File: src/rtl/removedor_pkg.sv
// Shared types and defaults for the trash-removal actuator sequencer.
// State encoding, default timing constants and the phase-timer width helper.
package removedor_pkg;

    localparam int unsigned T_BRACO_DEF  = 4;
    localparam int unsigned T_COLETA_DEF = 8;
    localparam int unsigned CNT_W_DEF    = 8;
    localparam int unsigned MAX_TENT_DEF = 2;

    typedef enum logic [2:0] {
        IDLE    = 3'd0,
        ABAIXAR = 3'd1,
        COLETAR = 3'd2,
        ERGUER  = 3'd3,
        FIM     = 3'd4,
        LIBERA  = 3'd5
    } estado_t;

    // Timer must hold the longest phase reload value (duration - 1) without overflow.
    function automatic int unsigned tmr_w(input int unsigned t_braco, input int unsigned t_coleta);
        int unsigned m;
        m = (t_braco > t_coleta) ? t_braco : t_coleta;
        return $clog2(m + 1);
    endfunction

endpackage

File: src/rtl/removedor_lixo_if.sv
// Request/status bundle between the sensor-decision stage and the removal sequencer.
interface removedor_lixo_if #(
    parameter int unsigned CNT_W = 8
);
    logic             remover;
    logic             under;
    logic             ocupado;
    logic             braco_desce;
    logic             succao;
    logic             concluido;
    logic             falha;
    logic [CNT_W-1:0] contagem;

    modport master (
        output remover, under,
        input  ocupado, braco_desce, succao, concluido, falha, contagem
    );

    modport slave (
        input  remover, under,
        output ocupado, braco_desce, succao, concluido, falha, contagem
    );
endinterface

File: src/rtl/removedor_lixo_temporizador_fase.sv
// Loadable down-counter shared by every timed phase; zero flags the last cycle of a phase.
module temporizador_fase #(
    parameter int unsigned W = 4
) (
    input  logic         clock,
    input  logic         reset,
    input  logic         load,
    input  logic [W-1:0] valor,
    output logic         zero
);
    logic [W-1:0] cnt;

    always_ff @(posedge clock or posedge reset) begin
        if (reset) begin
            cnt <= '0;
        end else if (load) begin
            cnt <= valor;
        end else if (cnt != '0) begin
            cnt <= cnt - W'(1);
        end
    end

    assign zero = (cnt == '0);
endmodule

File: src/rtl/removedor_lixo.sv
// Trash-removal sequencer: lower arm, suction, raise arm, count the removed item.
// Optional suction re-check with bounded retries is enabled by defining REMOCAO_VERIFICA_EN.
module removedor_lixo
    import removedor_pkg::*;
#(
    parameter int unsigned T_BRACO  = T_BRACO_DEF,
    parameter int unsigned T_COLETA = T_COLETA_DEF,
    parameter int unsigned CNT_W    = CNT_W_DEF,
    parameter int unsigned MAX_TENT = MAX_TENT_DEF
) (
    input logic             clock,
    input logic             reset,
    removedor_lixo_if.slave io
);
    localparam int unsigned TMR_W = tmr_w(T_BRACO, T_COLETA);
    localparam logic [TMR_W-1:0] V_BRACO  = TMR_W'(T_BRACO - 1);
    localparam logic [TMR_W-1:0] V_COLETA = TMR_W'(T_COLETA - 1);

    estado_t            estado;
    estado_t            estado_nxt;
    logic               zero;
    logic               load_c;
    logic [TMR_W-1:0]   valor_c;
    logic               conta_c;

`ifdef REMOCAO_VERIFICA_EN
    localparam int unsigned TENT_W = (MAX_TENT < 1) ? 1 : $clog2(MAX_TENT + 1);

    logic [TENT_W-1:0]  tent;
    logic               pula;
    logic               retry_c;
    logic               falhou_c;
`else
    logic               unused_cfg;
    assign unused_cfg = ^{io.under, 32'(MAX_TENT)};
`endif

    temporizador_fase #(.W(TMR_W)) u_tmr (
        .clock (clock),
        .reset (reset),
        .load  (load_c),
        .valor (valor_c),
        .zero  (zero)
    );

    // Next state and phase-timer reload.
    always_comb begin
        estado_nxt = estado;
        load_c     = 1'b0;
        valor_c    = V_BRACO;
        conta_c    = 1'b1;
`ifdef REMOCAO_VERIFICA_EN
        retry_c    = 1'b0;
        falhou_c   = 1'b0;
        conta_c    = !pula;
`endif
        case (estado)
            IDLE: begin
                if (io.remover) begin
                    estado_nxt = ABAIXAR;
                    load_c     = 1'b1;
                    valor_c    = V_BRACO;
                end
            end
            ABAIXAR: begin
                if (zero) begin
                    estado_nxt = COLETAR;
                    load_c     = 1'b1;
                    valor_c    = V_COLETA;
                end
            end
            COLETAR: begin
                if (zero) begin
                    load_c = 1'b1;
`ifdef REMOCAO_VERIFICA_EN
                    if (io.under && (tent < TENT_W'(MAX_TENT))) begin
                        retry_c = 1'b1;
                        valor_c = V_COLETA;
                    end else begin
                        falhou_c   = io.under;
                        estado_nxt = ERGUER;
                        valor_c    = V_BRACO;
                    end
`else
                    estado_nxt = ERGUER;
                    valor_c    = V_BRACO;
`endif
                end
            end
            ERGUER: begin
                if (zero) begin
                    estado_nxt = FIM;
                end
            end
            FIM: begin
                estado_nxt = LIBERA;
            end
            LIBERA: begin
                if (!io.remover) begin
                    estado_nxt = IDLE;
                end
            end
            default: begin
                estado_nxt = IDLE;
            end
        endcase
    end

    // State plus outputs registered from the next state, so they track the state exactly.
    always_ff @(posedge clock or posedge reset) begin
        if (reset) begin
            estado         <= IDLE;
            io.ocupado     <= 1'b0;
            io.braco_desce <= 1'b0;
            io.succao      <= 1'b0;
            io.concluido   <= 1'b0;
            io.falha       <= 1'b0;
            io.contagem    <= '0;
`ifdef REMOCAO_VERIFICA_EN
            tent           <= '0;
            pula           <= 1'b0;
`endif
        end else begin
            estado         <= estado_nxt;
            io.ocupado     <= (estado_nxt != IDLE);
            io.braco_desce <= (estado_nxt == ABAIXAR) || (estado_nxt == COLETAR);
            io.succao      <= (estado_nxt == COLETAR);
            io.concluido   <= (estado_nxt == FIM);

            // Saturating item count, taken on the FIM exit edge.
            if ((estado == FIM) && conta_c && (io.contagem != {CNT_W{1'b1}})) begin
                io.contagem <= io.contagem + CNT_W'(1);
            end

`ifdef REMOCAO_VERIFICA_EN
            if ((estado == IDLE) && (estado_nxt == ABAIXAR)) begin
                tent <= '0;
                pula <= 1'b0;
            end
            if (retry_c) begin
                tent <= tent + TENT_W'(1);
            end
            if (falhou_c) begin
                io.falha <= 1'b1;
                pula     <= 1'b1;
            end
`else
            io.falha <= 1'b0;
`endif
        end
    end
endmodule

File: src/flat_wrapper.sv
// flat-port wrapper written by rule: the top's interface ports become plain ports
module removedor_lixo_flat import removedor_pkg::*;
#(
    parameter int unsigned T_BRACO  = T_BRACO_DEF,
    parameter int unsigned T_COLETA = T_COLETA_DEF,
    parameter int unsigned CNT_W    = CNT_W_DEF,
    parameter int unsigned MAX_TENT = MAX_TENT_DEF
)
  (clock, reset, io_remover, io_under, io_ocupado, io_braco_desce, io_succao, io_concluido, io_falha, io_contagem);
  removedor_lixo_if #(.CNT_W(CNT_W)) io_i ();
  input logic clock;
  input logic reset;
  input wire logic [$bits(io_i.remover)-1:0] io_remover;
  input wire logic [$bits(io_i.under)-1:0] io_under;
  output wire logic [$bits(io_i.ocupado)-1:0] io_ocupado;
  output wire logic [$bits(io_i.braco_desce)-1:0] io_braco_desce;
  output wire logic [$bits(io_i.succao)-1:0] io_succao;
  output wire logic [$bits(io_i.concluido)-1:0] io_concluido;
  output wire logic [$bits(io_i.falha)-1:0] io_falha;
  output wire logic [$bits(io_i.contagem)-1:0] io_contagem;
  assign io_i.remover = io_remover;
  assign io_i.under = io_under;
  assign io_ocupado = io_i.ocupado;
  assign io_braco_desce = io_i.braco_desce;
  assign io_succao = io_i.succao;
  assign io_concluido = io_i.concluido;
  assign io_falha = io_i.falha;
  assign io_contagem = io_i.contagem;
  removedor_lixo #(.T_BRACO(T_BRACO), .T_COLETA(T_COLETA), .CNT_W(CNT_W), .MAX_TENT(MAX_TENT)) u_core (.clock(clock), .reset(reset), .io(io_i));
endmodule
File: config.mk
export PLATFORM = sky130hd
export DESIGN_NAME = removedor_lixo_flat
export DESIGN_NICKNAME = d
export VERILOG_FILES = /design/src/rtl/removedor_pkg.sv /design/src/rtl/removedor_lixo_if.sv /design/src/rtl/removedor_lixo_temporizador_fase.sv /design/src/rtl/removedor_lixo.sv /design/src/flat_wrapper.sv
export SDC_FILE = /design/constraint.sdc
export NUM_CORES = 1
export LEC_CHECK = 0
export CELL_PAD_IN_SITES_DETAIL_PLACEMENT = 1
export CELL_PAD_IN_SITES_GLOBAL_PLACEMENT = 1
export CORE_UTILIZATION = 41
export DETAILED_ROUTE_END_ITERATION = 7
export GPL_ROUTABILITY_DRIVEN = 0
export GPL_TIMING_DRIVEN = 0
export PLACE_DENSITY = 0.8
export SETUP_SLACK_MARGIN = 0.15
export SKIP_LAST_GASP = 1
export SYNTH_ARGS = -nofsm -noshare
export SYNTH_HDL_FRONTEND = slang
export SYNTH_HIERARCHICAL = 1
export SYNTH_SLANG_ARGS = --single-unit
File: constraint.sdc
create_clock -name clock -period 2.5 [get_ports clock]
set_input_delay 0.5 -clock clock [delete_from_list [all_inputs] [get_ports clock]]
set_output_delay 0.5 -clock clock [all_outputs]
set_load 0.02 [all_outputs]
== Yosys cells after proc, flatten, opt, wreduce, memory -nomap -nowiden ==
Cells that the tools add are included.
Word-level totals
  register bits after elaboration: 19
  bits of input ports: 4
  output and inout bits: 13
  logic and storage cells: 39
Cells by class
  add/subtract/negate cells: 2
  eq/ne operators: 9
  mux-type cells: 13
  reductions and logical operators: 8
Operators with widths (count)
  $mux 3: 6
  $pmux 3 s6: 1
  $mux 4: 3
  $eq 3x2->1 const B: 3
  $eq 3x3->1 const B: 3
  $add 8x1->8 const B: 1
  $ne 8x8->1 const B: 1
  $eq 3x1->1 const B: 2
  $logic_not 4->1: 1
  $reduce_bool 4->1: 1
  $sub 4x1->4 const B: 1
  $logic_not 3->1: 1
  $reduce_bool 3->1: 1
  $mux 1: 2
  $pmux 1 s2: 1
  $reduce_bool 2->1: 1
  $reduce_or 2->1: 1
  $logic_and 1x1->1: 1
  $logic_or 1x1->1: 1

== Logic depth before layout (Yosys ltp) ==
  word-level depth: 5
  gate-level depth with buffers: 9
  depth with buffers taken out: 8

== Hierarchy ==
Netlist, hierarchy kept.
Modules (own cells, without submodules)
  removedor_lixo: times used 1, cells an instance 82, area an instance 862.1 µm², seq. area each 375.4 µm²
  temporizador_fase: times used 1, cells an instance 23, area an instance 236.5 µm², seq. area each 100.1 µm²

== Least setup slack after synthesis ==
Ideal clock, no wire load.
  path kind: register to register
  start point: register u_core.u_tmr.cnt[0]
  end point: register u_core.u_tmr.cnt[3]
  setup time: 0.126 ns
  data arrival time: 1.913 ns
  required time: 2.374 ns
  path slack: 0.461 ns
  cell stages (with the launch flop): 10
  path buffers: 1
  clock period less this slack: 2.039 ns
  cell sequence: dfrtp_1 inv_1 ha_1 nor3b_4 mux2i_1 o21a_1 nor2_1 clkbuf_1 nor3_1 a221o_1
On the way
  longest elaborated chain between the ends: 4
  elaborated cells between the ends (all ways): 8
  those cells by class: add/sub: 1; mux: 4; reduce/logical: 3
Ends and longest elaborated chain
  from (decl): RTL line removedor_lixo_temporizador_fase.sv:11  | logic [W-1:0] cnt;
  from (signal assigned): RTL line removedor_lixo_temporizador_fase.sv:17  | cnt <= valor;
  from (signal assigned): RTL line removedor_lixo_temporizador_fase.sv:19  | cnt <= cnt - W'(1);
  $logic_not 4->1 (*): RTL line removedor_lixo_temporizador_fase.sv:23  | assign zero = (cnt == '0);
  named net u_core.zero: RTL line removedor_lixo.sv:21  | logic zero;
  $mux 1 (*): RTL line removedor_lixo.sv:66, removedor_lixo.sv:73
  $pmux 1 s2 (*): RTL line removedor_lixo.sv:57  | case (estado)
  named net u_core.load_c: RTL line removedor_lixo.sv:22  | logic load_c;
  $mux 4 or $reduce_bool 2->1 (tied branches)
The timed path passes the listed nets; every way through them passes the cells marked *. The select of a mux whose other input is x is not followed.
A chain may end at the register's enable or synchronous reset.

== Worst setup path after layout ==
Ends and elaborated chain as after synthesis.

==> flow_metrics.tcl <==
set metrics [dict create \
    synth_area_mm2 0.00110 \
    ir_drop_mv 0.556 \
    ios 17 \
    core-area_mm2 0.00250 \
    portBuffers 14 \
    avgSynthCellArea_um2 10.5 \
    viasPerCell 5.44 \
    first_iter_violations 13 \
    wl_per_cell_um 15.4 \
    r2r_cells 10 \
    outcome "completed" \
    synth_fa_ha_area_share_pct 2.28 \
    dp_hpwl_um 1710 \
    clockBufferDepth 2 \
    cts-root-buf "clkbuf_4" \
    tritoncts "done" \
    wl_um 2410 \
    synth_flop_cell "dfrtp_1" \
    r2r_end "u_core/u_tmr/cnt[3]$_DFFE_PP0P_" \
    synth_top_family_by_area "simple AND/OR/NAND/NOR gates" \
    ys_types 47 \
    crit_chain "inv_1, ha_1, nor3b_4, buf_4, nand3b_1, o21a_1, nor2_1, clkbuf_2, nor3_1, a221o_1" \
    clk_pin_slew_ns 0.10 \
    start_util_pct 43.9 \
    grt_pass1_vias 851 \
    yosys_warnings 6 \
    worst_ep_arrival_time_ns 2.35 \
    critPathLaunchType "register" \
    fin_crit_sh_pct 86.3 \
    maxSlewViolCount 0 \
    rows 18 \
    slew_headroom_pct 59.9 \
    grt_max_degree 16 \
    tightest_slew_ns 0.601 \
    yosysSeqAreaShare_pct 43.3 \
    critPathKind "register to register" \
    drc 0 \
    antenna_left 0 \
    critPathCaptureType "register" \
    clock_latency_ns 0.30 \
    yosys.area_share.simple_pct 22.4 \
    setup_viol 0 \
    syn_inst 105 \
    period_minus_slack_ns 2.16 \
    synth_mux_area_share_pct 9.23 \
    cts_inserted_buffers 3 \
    leakage_nw 0.594 \
    hold_viol_final 0 \
    startpoint "u_core/u_tmr/cnt[0]$_DFFE_PP0P_" \
    finalClockSkew_ns 0.00814 \
    p_per_area_mw_per_mm2 958 \
    antenna_found_initial 0 \
    drv_cap 0 \
    hold_path_class "input port to asynchronous set/reset pin" \
    placedCellCount 151 \
    fmax_ghz 0.463 \
    reg2reg_slack_ns 0.34 \
    synth_seq_cells 19 \
    crit_required_ns 2.69 \
    nets 134 \
    r2r_start "u_core/u_tmr/cnt[0]$_DFFE_PP0P_" \
    crit_path_max_fanout 8 \
    synth_compound_area_share_pct 15.6 \
    grt_first_pass_wirelength_um 4050 \
    die_h_um 53.8 \
    cts.sinks 19 \
    max_stage_delay_ns 0.40 \
    rsz0062_at_grt "false" \
    grt_overflow 0 \
    fin_cells 157 \
    drive_above_1_share_pct 15.7 \
    die_w_um 53.8 \
    synth-async-reset-ratio_pct 100 \
    syn_to_final_growth_pct 20.8 \
    htreeDepth 1 \
    synth_edf_count 0 \
    grt_usage_pct 20.2 \
    dieArea_mm2 0.00289 \
    fin_setup_tns_ns 0 \
    vias 854 \
    detail_route.first_pass.iterations 4 \
    synth-xor-area-share_pct 1.59 \
    antenna_cells 0 \
    critPathSlowestCell "dfrtp_1" \
    cts_hold_buffers 0 \
]
==> layer usage <==
layer  vias to the layer above  routed length [um]  global-route usage, %
li1                        417                   -                      -
met1                       424                1220                   27.0
met2                         9                1110                   31.5
met3                         4                  47                   3.39
met4                         0                  34                   9.21
met5                         -                   0                      0
==> cells in the final DEF, fill, tap and decap left out, drive strengths merged, types with 2 or more instances in the layout <==
cell type / count
dfrtp: 19
clkdlybuf4s50: 14
nand2: 9
nor2: 8
buf: 6
mux2: 6
inv: 5
o21ai: 5
nor3: 4
conb: 4
clkbuf: 4
nand4: 4
mux2i: 3
o21a: 3
xnor2: 2
a21oi: 2
and4b: 2
nor2b: 2
ha: 2
a21boi: 2
nor3b: 2
==> cell usage after synthesis (2+ instances only) <==
library cell | number | share of area (%)
nand4_1 | 3 | 1.7
o21ai_0 | 4 | 1.8
mux2_1 | 2 | 2.0
mux2i_1 | 3 | 2.7
and4b_1 | 2 | 1.8
nor3_1 | 4 | 1.8
mux2_2 | 3 | 3.1
nor2_1 | 7 | 2.4
ha_1 | 2 | 2.3
xnor2_1 | 2 | 1.6
o21a_1 | 3 | 2.0
nor2b_1 | 2 | 1.1
a21oi_1 | 2 | 0.91
inv_1 | 5 | 1.7
dfrtp_1 | 19 | 43
conb_1 | 2 | 0.68
buf_4 | 2 | 1.4
nand2_1 | 9 | 3.1
==> metrics by stage <==
step	power, mW	util, %	hold WS [ns]	setup WS (ns)	cell area [um^2]
3_5_place_dp	1.09	51.4	0.531	0.111	1280
3_3_place_gp	1.06	51.4	0.506	0.226	1280
2_1_floorplan	0.919	-	0.266	0.461	1110
4_1_cts	1.28	53.1	0.402	0.238	1330
6_report	1.27	53.1	0.403	0.342	1330
5_1_grt	1.37	53.1	0.419	0.219	1330
==> state kept, by name (all words and copies together) (netlist names) <==
| register | flops |
|---|---|
| u_core/io.braco_desce | 1 |
| u_core/io.succao | 1 |
| u_core/u_tmr/cnt | 4 |
| u_core/io.ocupado | 1 |
| u_core/io.contagem | 8 |
| u_core/estado | 3 |
| u_core/io.concluido | 1 |
==> power breakdown <==
part / switching (mW) / internal [mW]
clock: 0.0986 / 0.0597
sequential: 0.0794 / 0.394
combinational: 0.317 / 0.323
==> final cells by class <==
class	count	area, um^2
Multi-Input combinational cell	78	577
Clock buffer	3	22.5
Timing Repair Buffer	16	155
Tap cell	30	37.5
Clock inverter	1	5.00
Fill cell	290	1170
Sequential cell	19	475
Buffer	5	36.3
Inverter	5	18.8
==> worst max-delay path: cells and delay by family, from the launching register on <==
kind | cells | cell delay [ns]
and+or+nand+nor | 4 | 0.51
buffers and inverters | 3 | 0.47
AOI/OAI and AO/OA | 2 | 0.44
DFF | 1 | 0.40
adders and majority gates | 1 | 0.22
==> worst max-delay path by stage <==
stage / end / slack, ns / cells past startpoint
floorplan: u_core/u_tmr/cnt[3]$_DFFE_PP0P_ / 0.46 / 9
global placement: u_core/u_tmr/cnt[3]$_DFFE_PP0P_ / 0.23 / 9
global route: u_core/u_tmr/cnt[3]$_DFFE_PP0P_ / 0.22 / 10
finish: u_core/u_tmr/cnt[3]$_DFFE_PP0P_ / 0.34 / 10
CTS: u_core/u_tmr/cnt[3]$_DFFE_PP0P_ / 0.24 / 10
detailed placement: u_core/u_tmr/cnt[3]$_DFFE_PP0P_ / 0.11 / 9
==> cell families (layout without fill, tap and decap cells) <==
| group | Yosys count | after routing |
|---|---|---|
| multiplexers | 9 | 9 |
| XOR/XNOR | 2 | 2 |
| AND/OR/NAND/NOR | 40 | 40 |
| AO/OA/AOI/OAI | 21 | 21 |
| other | 2 | 4 |
| buffers and inverters | 10 | 30 |
| flip-flops | 19 | 19 |
| adder cells (fa/ha/maj) | 2 | 2 |
==> timing repair <==
action | in CTS | in global routing
resized for setup | 0 | 2
buffers inserted | 2 | 0
pin swaps | 0 | 0
hold endpoints to repair | 0 | 0
endpoints found under the setup margin | 1 | 1
(Power assumes the default switching activity.)
